[config.mk]
export PLATFORM = sky130hd
export DESIGN_NAME = rf_writeback_bypass
export DESIGN_NICKNAME = d
export VERILOG_FILES = /design/src/rtl/rf_writeback_bypass_pkg.sv /design/src/rtl/rf_fwd_mux.sv /design/src/rtl/rf_writeback_bypass.sv
export SDC_FILE = /design/constraint.sdc
export NUM_CORES = 1
export LEC_CHECK = 0
export ABC_AREA = 1
export ABC_CLOCK_PERIOD_IN_PS = 2000
export BUFFER_PORTS_ARGS = -buffer_cell sky130_fd_sc_hd__buf_4
export CAP_MARGIN = 15
export CORE_MARGIN = 10
export CORE_UTILIZATION = 49
export DETAILED_ROUTE_END_ITERATION = 8
export PLACE_DENSITY = 0.89
export SYNTH_ARGS = -nofsm -noshare
export SYNTH_HDL_FRONTEND = slang
export SYNTH_SLANG_ARGS = --single-unit
[constraint.sdc]
create_clock -name clock -period 2 [get_ports clock]
set_input_delay 0.2 -clock clock [delete_from_list [all_inputs] [get_ports clock]]
set_output_delay 0.2 -clock clock [all_outputs]
set_load 0.05 [all_outputs]
[src/rtl/rf_writeback_bypass_pkg.sv]
// Shared constants and types for the writeback/bypass pipeline.
package rf_writeback_bypass_pkg;

    localparam logic [4:0] XP_REG   = 5'd30;
    localparam logic [4:0] ZERO_REG = 5'd31;

    typedef enum logic [1:0] {
        MEM_EMPTY = 2'd0,
        MEM_READY = 2'd1,
        MEM_WAIT  = 2'd2
    } mem_state_e;

    // valid: data is available for forwarding; werf: stage holds a live regfile writer
    typedef struct packed {
        logic        valid;
        logic [4:0]  wa;
        logic [31:0] data;
        logic        werf;
    } stage_t;

endpackage

[src/rtl/rf_fwd_mux.sv]
// Per-operand forwarding mux: picks the youngest matching in-flight result or flags a hazard.
// With RF_BYPASS_EN undefined the regfile value is passed through and any match is a hazard.
module rf_fwd_mux #(
    parameter logic [4:0] ZERO_REG = rf_writeback_bypass_pkg::ZERO_REG
) (
    input  logic [4:0]                      addr,
    input  rf_writeback_bypass_pkg::stage_t ex_stage,
    input  rf_writeback_bypass_pkg::stage_t mem_stage,
    input  rf_writeback_bypass_pkg::stage_t wb_stage,
    input  logic [31:0]                     rf_data,
    output logic [31:0]                     operand,
    output logic                            hazard
);
    import rf_writeback_bypass_pkg::*;

    logic ex_hit;
    logic mem_hit;
    logic wb_hit;

    assign ex_hit  = ex_stage.werf  && (ex_stage.wa  == addr);
    assign mem_hit = mem_stage.werf && (mem_stage.wa == addr);
    assign wb_hit  = wb_stage.werf  && (wb_stage.wa  == addr);

`ifdef RF_BYPASS_EN
    logic unused_wb_valid;
    assign unused_wb_valid = wb_stage.valid;

    // Youngest stage wins; a matching stage without data yet stalls decode
    always_comb begin
        operand = rf_data;
        hazard  = 1'b0;
        if (addr == ZERO_REG) begin
            operand = '0;
        end else if (ex_hit) begin
            if (ex_stage.valid) operand = ex_stage.data;
            else                hazard  = 1'b1;
        end else if (mem_hit) begin
            if (mem_stage.valid) operand = mem_stage.data;
            else                 hazard  = 1'b1;
        end else if (wb_hit) begin
            operand = wb_stage.data;
        end
    end
`else
    logic unused_stage_bits;
    assign unused_stage_bits = ^{ex_stage.valid, ex_stage.data, mem_stage.valid,
                                 mem_stage.data, wb_stage.valid, wb_stage.data};

    always_comb begin
        operand = rf_data;
        hazard  = 1'b0;
        if (addr == ZERO_REG) begin
            operand = '0;
        end else begin
            hazard = ex_hit || mem_hit || wb_hit;
        end
    end
`endif

endmodule

[src/rtl/rf_writeback_bypass.sv]
// Writeback/bypass pipeline: MEM and WB result registers, regfile write port and operand forwarding.
// Define RF_BYPASS_EN to forward in-flight results; otherwise decode stalls until the regfile holds them.
module rf_writeback_bypass #(
    parameter logic [4:0] XP_REG   = rf_writeback_bypass_pkg::XP_REG,
    parameter logic [4:0] ZERO_REG = rf_writeback_bypass_pkg::ZERO_REG
) (
    input  logic        clock,
    input  logic        reset_n,
    input  logic        ex_valid,
    input  logic [4:0]  ex_rc,
    input  logic        ex_wasel,
    input  logic        ex_werf,
    input  logic        ex_load,
    input  logic [31:0] ex_result,
    input  logic [31:0] mem_rdata,
    input  logic        mem_rvalid,
    input  logic [4:0]  dec_ra,
    input  logic [4:0]  dec_rb,
    input  logic [31:0] rf_radata,
    input  logic [31:0] rf_rbdata,
    output logic [31:0] op_a,
    output logic [31:0] op_b,
    output logic        dec_stall,
    output logic        pipe_stall,
    output logic [31:0] wb_wdata,
    output logic [4:0]  wb_wa,
    output logic        wb_werf
);
    import rf_writeback_bypass_pkg::*;

    mem_state_e  mem_state;
    logic [4:0]  mem_wa;
    logic [31:0] mem_data;
    logic        mem_werf;

    logic [4:0]  ex_wa;
    logic        ex_live;
    logic        ex_is_load;
    logic        ex_rvalid;
    logic        stall_mem;

    stage_t      ex_rec;
    stage_t      mem_rec;
    stage_t      wb_rec;

    logic [31:0] fwd_a;
    logic [31:0] fwd_b;
    logic        haz_a;
    logic        haz_b;

    assign ex_wa      = ex_wasel ? XP_REG : ex_rc;
    assign ex_live    = ex_valid && ex_werf && (ex_wa != ZERO_REG);
    assign ex_is_load = ex_load && ex_live;
    // rvalid belongs to the waiting MEM load first; only otherwise can EX capture it
    assign ex_rvalid  = mem_rvalid && (mem_state != MEM_WAIT);
    assign stall_mem  = (mem_state == MEM_WAIT) && !mem_rvalid;

    // MEM slot: holds while waiting on load data, otherwise takes whatever EX presents
    always_ff @(posedge clock or negedge reset_n) begin
        if (!reset_n) begin
            mem_state <= MEM_EMPTY;
            mem_wa    <= '0;
            mem_data  <= '0;
            mem_werf  <= 1'b0;
        end else if (!stall_mem) begin
            mem_wa   <= ex_wa;
            mem_werf <= ex_live;
            mem_data <= ex_is_load ? mem_rdata : ex_result;
            if (!ex_valid) begin
                mem_state <= MEM_EMPTY;
            end else if (ex_is_load && !ex_rvalid) begin
                mem_state <= MEM_WAIT;
            end else begin
                mem_state <= MEM_READY;
            end
        end
    end

    // WB takes a bubble while frozen; a waiting load retires with the arriving mem_rdata
    always_ff @(posedge clock or negedge reset_n) begin
        if (!reset_n) begin
            wb_werf  <= 1'b0;
            wb_wa    <= '0;
            wb_wdata <= '0;
        end else if (stall_mem) begin
            wb_werf <= 1'b0;
        end else begin
            wb_werf <= mem_werf && (mem_state != MEM_EMPTY);
            if (mem_state != MEM_EMPTY) begin
                wb_wa    <= mem_wa;
                wb_wdata <= (mem_state == MEM_WAIT) ? mem_rdata : mem_data;
            end
        end
    end

    assign ex_rec  = '{valid: !ex_load, wa: ex_wa, data: ex_result, werf: ex_live};
    assign mem_rec = '{valid: (mem_state == MEM_READY), wa: mem_wa, data: mem_data,
                       werf: mem_werf && (mem_state != MEM_EMPTY)};
    assign wb_rec  = '{valid: 1'b1, wa: wb_wa, data: wb_wdata, werf: wb_werf};

    rf_fwd_mux #(.ZERO_REG(ZERO_REG)) u_fwd_a (
        .addr      (dec_ra),
        .ex_stage  (ex_rec),
        .mem_stage (mem_rec),
        .wb_stage  (wb_rec),
        .rf_data   (rf_radata),
        .operand   (fwd_a),
        .hazard    (haz_a)
    );

    rf_fwd_mux #(.ZERO_REG(ZERO_REG)) u_fwd_b (
        .addr      (dec_rb),
        .ex_stage  (ex_rec),
        .mem_stage (mem_rec),
        .wb_stage  (wb_rec),
        .rf_data   (rf_rbdata),
        .operand   (fwd_b),
        .hazard    (haz_b)
    );

    assign op_a       = reset_n ? fwd_a : '0;
    assign op_b       = reset_n ? fwd_b : '0;
    assign dec_stall  = reset_n && (haz_a || haz_b);
    assign pipe_stall = reset_n && stall_mem;

endmodule

# Word level (Yosys, flattened, before mapping)
# Cells that the tools add are included.
# W data, S select, Z words.
# totals
output_inout_bits,104
inputBits,150
regBits,78
elab_cells,55
# classes
n_reduce_logical,24
eq_ne,11
muxes,12
n_bitwise,1
# ops
operator,count
$mux W32,6
$eq A5 B5 Y1,6
$logic_and A1 B1 Y1,15
$eq A5 B5 Y1 const B,2
$logic_or A1 B1 Y1,5
$mux W5,1
$ne A5 B5 Y1 const B,1
$mux W2,2
$mux W1,3
$eq A2 B2 Y1 const B,1
$logic_not A1 Y1,2
$ne A2 B2 Y1 const B,1
$reduce_and A2 Y1,1
$reduce_bool A2 Y1,1
$not A1 Y1,1

# Logic depth before layout (Yosys ltp)
# logic_depth
depth_word,9
ltp_mapped,11
mapped_depth_nobuf,11

# By module
# From an unflattened synthesis, not the netlist that was laid out.
# hier_totals
cells_unflattened,1001
area_unflattened_um2,5734.2
# by_module_without_submodules
module,cells_each,area_per_inst_um2,seq_area_each_um2,n_inst
rf_writeback_bypass,701,4538.1,1951.9,1
rf_fwd_mux,150,598.1,0.0,2

# Worst setup path before layout
# No wires, ideal clock.
# synth_timing
kind,register to output
start,register mem_state[0]
end,output pipe_stall
t_required_ps,1800
n_path_buf,2
arrival_time_ps,1745
path_slack_ps,55
stages_incl_launch_ff,8
path_cell_list,dfrtp_1 > nor2_4 > inv_2 > nor2_4 > inv_2 > buf_6 > buf_2 > nor2_1
# synth_via
elab_chain_cells,3
# synth_rtl
item,line_no,rtl
"start, declared",rf_writeback_bypass.sv:31,mem_state_e mem_state;
"start signal, assigned",rf_writeback_bypass.sv:61,mem_state <= MEM_EMPTY;
"start signal, assigned",rf_writeback_bypass.sv:70,mem_state <= MEM_EMPTY;
"start signal, assigned",rf_writeback_bypass.sv:72,mem_state <= MEM_WAIT;
$eq A2 B2 Y1,rf_writeback_bypass.sv:56,assign stall_mem = (mem_state == MEM_WAIT) && !mem_rvalid;
$logic_and A1 B1 Y1,rf_writeback_bypass.sv:56,
$logic_and A1 B1 Y1,rf_writeback_bypass.sv:124,assign pipe_stall = reset_n && stall_mem;
"end, declared",rf_writeback_bypass.sv:24,"output logic pipe_stall,"
# No other way between the ends.

# Worst setup path after layout
# layout_timing
start,register mem_wa[0]
end,output dec_stall
# layout_via
elab_chain_cells,7
elab_cells_between_ends,12
cone_classes,eq/ne (2); mux (2); reduce/logical (8)
# layout_rtl
item,line_no,rtl
"start, declared",rf_writeback_bypass.sv:32,logic [4:0] mem_wa;
"start signal, assigned",rf_writeback_bypass.sv:66,mem_wa <= ex_wa;
$eq A5 B5 Y1,rf_fwd_mux.sv:21,assign mem_hit = mem_stage.werf && (mem_stage.wa == addr);
$logic_and A1 B1 Y1,rf_fwd_mux.sv:21,
$logic_or A1 B1 Y1 (2 in a row),rf_fwd_mux.sv:55,hazard = ex_hit || mem_hit || wb_hit;
$mux W1,rf_fwd_mux.sv:52,if (addr == ZERO_REG) begin
$logic_or A1 B1 Y1 *,rf_writeback_bypass.sv:123,assign dec_stall = reset_n && (haz_a || haz_b);
$logic_and A1 B1 Y1 *,rf_writeback_bypass.sv:123,
"end, declared",rf_writeback_bypass.sv:23,"output logic dec_stall,"
# Mark *: on every way between the ends. The rest lies on a longest branch, timed or not.

==> impl_results.md <==
- # fillers: roughly 750
- Max rail drop VDD: 0.523 mV
- First-pass GRT wire length: 25.5 mm
- Final setup viols: 0
- Share of total power in combinational logic: 0.359
- Buf/Inv on CP: 3
- GPL Wtd Cong: around 0.93
- I/O pins: 254
- DRC Markers: 0
- Slowest CP cell: dfrtp_1
- Area leader, netlist: dfrtp_1
- Synth area leaders: dfrtp_1, nand2_1, nor2_1, inv_1, o31ai_1
- Via Count: between 5000 and 6000
- Cell Chain, Critical Path: inv_1, nand2_1, nand2_1, nor2_1, nand3_1, nand2_1, inv_1, nand2_1, nand2_1, nand2_1, buf_6
- Leakage: around 4 nW
- Worst R2R Setup Slack: 480 ps
- Clk_lat worst skew: 350 ps
- Clk_skew: 16.6 ps
- Worst-path fanout max: 4
- Reg power frac: 0.366
- Clk pwr share: 0.276
- Number of flops mapped to enable cells by yosys: 0
- Final HPWL DP: approximately 13 mm
- P_sw: approximately 1.9 mW
- Worst min path class: in -> reg
- Max cap viols: 0
- Vias/cell: 4.91
- Top cell type's share of synthesized area: 0.423
- Initial antenna violation count: 1
- TritonCTS Buffers: 9
- Synthesized area: 0.00461 sq mm
- Most numerous cell in the Yosys netlist: nand2_1
- Hold Path End: mem_state[0]
- Overall Global Routing Usage: 0.237
- FF-to-FF Start: mem_state[1]
- GRT overflow: 0
- R2R depth: 7
- Avg Inst Size Synth: 6.62 sq um
- Critical path class: reg -> out
- Status: complete, no violations
- Initial Util: 0.501
- Setup TNS: 0 ps
- Crit. End Element: output pin
- Multi-input gate area: 0.00212 sq mm
- Crit path arrival time: approximately 1600 ps
- Max-slew violation count: 0
- Relative slew slack: 0.357
- DIE AREA: between 0.01 and 0.015 sq mm
- Synth unique cells: 21
- RSZ-0062 raised after global routing: false
- # nets final: roughly 1100
- Register area share after synthesis: 0.423
- H-tree depth: 3
- Sequential cell area: 0.00195 sq mm
- Fin. Hold Viols: 0
- Startpoint types: register
- P&R area growth vs syn: 48.7%
- Seq cells post-synth: 78
- Ys Warns: 0
- Switching share of total power: 0.374
- Sink Count: 78
- Drt wl/cell: 15.9 um
- CP required: 1800 ps
- FF-to-FF End: mem_state[0]
- Vias in the first global route: around 5000
- FP Rows: 35
- Min-delay src: ex_valid
- Most used cell, CP: nand2_1
- Predominant post-synthesis flop cell: dfrtp_1
- Die height: 117 um
- Drt initial violations: 354
- Synth top cells by count: nand2_1, nor2_1, inv_1, dfrtp_1
- Worst-path clk slew: 90 ps
- Syn Inst Count: 697
- PwrDens: 752 mW/mm^2
- Share of post-route cells with drive strength above 1: 0.310
- Detailed-router iteration count before antenna repair: 5
- Internal power: 3.23 mW
- Final ANT Viol Nets: 0
- Layout Utilization: 0.746
- Post-synthesis async set-or-reset flop share: 1.00
- Top delay family on crit path: simple AND/OR/NAND/NOR gates
- Slowest Stage Delay on Critical Path: roughly 430 ps
- CTS tree: done
- Clock root buffer: clkbuf_8
- Max Buffers Root-to-Sink: 2
- Hold depth: 3
- Final wirelength: 16.8 mm
- Largest net degree at the start of global routing: 77
- Post-Syn Nets: 847
- Die width: 117 um
- Period Utilization, post-route: 0.918
- Maximum clock frequency: 0.545 GHz
- Min Tclk post-route: 1840 ps
- Core ar.: 0.00920 sq mm
- # port buffers: 253
- Slew @ Worst Pin: 965 ps
[flip-flops by register name (all words and copies together), names as in the netlist]
register	cells
mem_werf	1
wb_wdata	32
wb_werf	1
wb_wa	5
mem_wa	5
mem_state	2
mem_data	32
[cell usage in the layout, fill, tap and decap left out]
cell and instances:
a21oi_1 1, a21oi_4 1, a31oi_1 32, buf_12 2, buf_4 263, buf_6 1, bufinv_16 3, clkbuf_1 1
clkbuf_8 9, clkinv_4 1, dfrtp_1 78, diode_2 1, dlygate4sd3_1 1, inv_1 94, inv_2 6, inv_6 1
nand2_1 195, nand2_2 2, nand3_1 9, nand3_4 1, nor2_1 189, nor2_4 2, nor3_1 2, o21ai_0 14
o21ai_1 1, o31ai_1 32, or2_2 1, xor2_1 3
[routing by layer]
metal,track usage,vias to the layer above,wire (um),part of all wire
met4,0.0741,0,336,0.020
met2,0.405,240,8260,0.49
li1,-,2619,-,-
met3,0.0887,21,1910,0.11
met1,0.267,2306,6330,0.38
met5,0,-,0,0
[through the flow]
step                std cells  power [mW]  cell area (sq um)  hold WS (ps)  setup slack [ps]
global placement         1040        3.74               6610          21.7               405
CTS                      1056        5.18               6850          70.3              29.2
global route             1057        5.41               6860          97.6              10.8
finish                   1057        5.16               6860          79.6               164
detailed placement       1040        3.77               6610          21.5               351
floorplan                 697        3.02               4610         -95.6              55.4
[final cells by class]
| cell class | count | share of cell area |
|---|---|---|
| multi-input combinational | 485 | 0.309 |
| clock buffer | 10 | 0.0186 |
| timing repair buffer | 267 | 0.297 |
| inverter | 100 | 0.0547 |
| tap | 111 | 0.0203 |
| antenna | 1 | 0.000365 |
| sequential | 78 | 0.285 |
| clock inverter | 5 | 0.0157 |
[worst register-to-register path: cells and delay by family (launching register included)]
family / cells / cell delay [ps]
AOI/OAI and AO/OA: 1 / 110
DFF: 1 / 430
and+or+nand+nor: 3 / 410
buffers and inverters: 3 / 520
[how the worst max path moves through the flow]
stage	startpoint	endpoint	cells after the start
2_1_floorplan	mem_state[0]	pipe_stall	7
3_3_place_gp	dec_ra[0]	op_a[22]	8
3_5_place_dp	dec_ra[0]	op_a[24]	8
4_1_cts	mem_state[0]	dec_stall	9
5_1_grt	wb_wa[0]	dec_stall	11
6_report	mem_wa[0]	dec_stall	11
[cell families (layout without fill, tap and decap cells)]
logic type,after synthesis,count (layout),synth area share
AOI/OAI and AO/OA,81,81,0.114
xor gates and xnor gates,3,3,0.00570
buffers and inverters,134,382,0.120
DFF,78,78,0.423
other,0,1,0
and+or+nand+nor,401,401,0.337
[timing repair]
| item | CTS | global route |
|---|---|---|
| resized for setup | 0 | 2 |
| endpoints found under the setup margin | 0 | 1 |
| hold endpoints to repair | 2 | 0 |
| hold buffers | 1 | 0 |
| buffers inserted | 0 | 0 |
[power groups by stage]
| stage | Combinational, mW | Sequential, mW | Clock [mW] |
|---|---|---|---|
| finish | 1.85 | 1.89 | 1.42 |
| global route | 1.99 | 1.91 | 1.51 |
| CTS | 1.86 | 1.88 | 1.44 |
| detailed placement | 1.86 | 1.91 | 0 |
| global placement | 1.84 | 1.91 | 0 |
| floorplan | 0.699 | 2.32 | 0 |
Note: power is estimated with default switching activity, not from simulation.
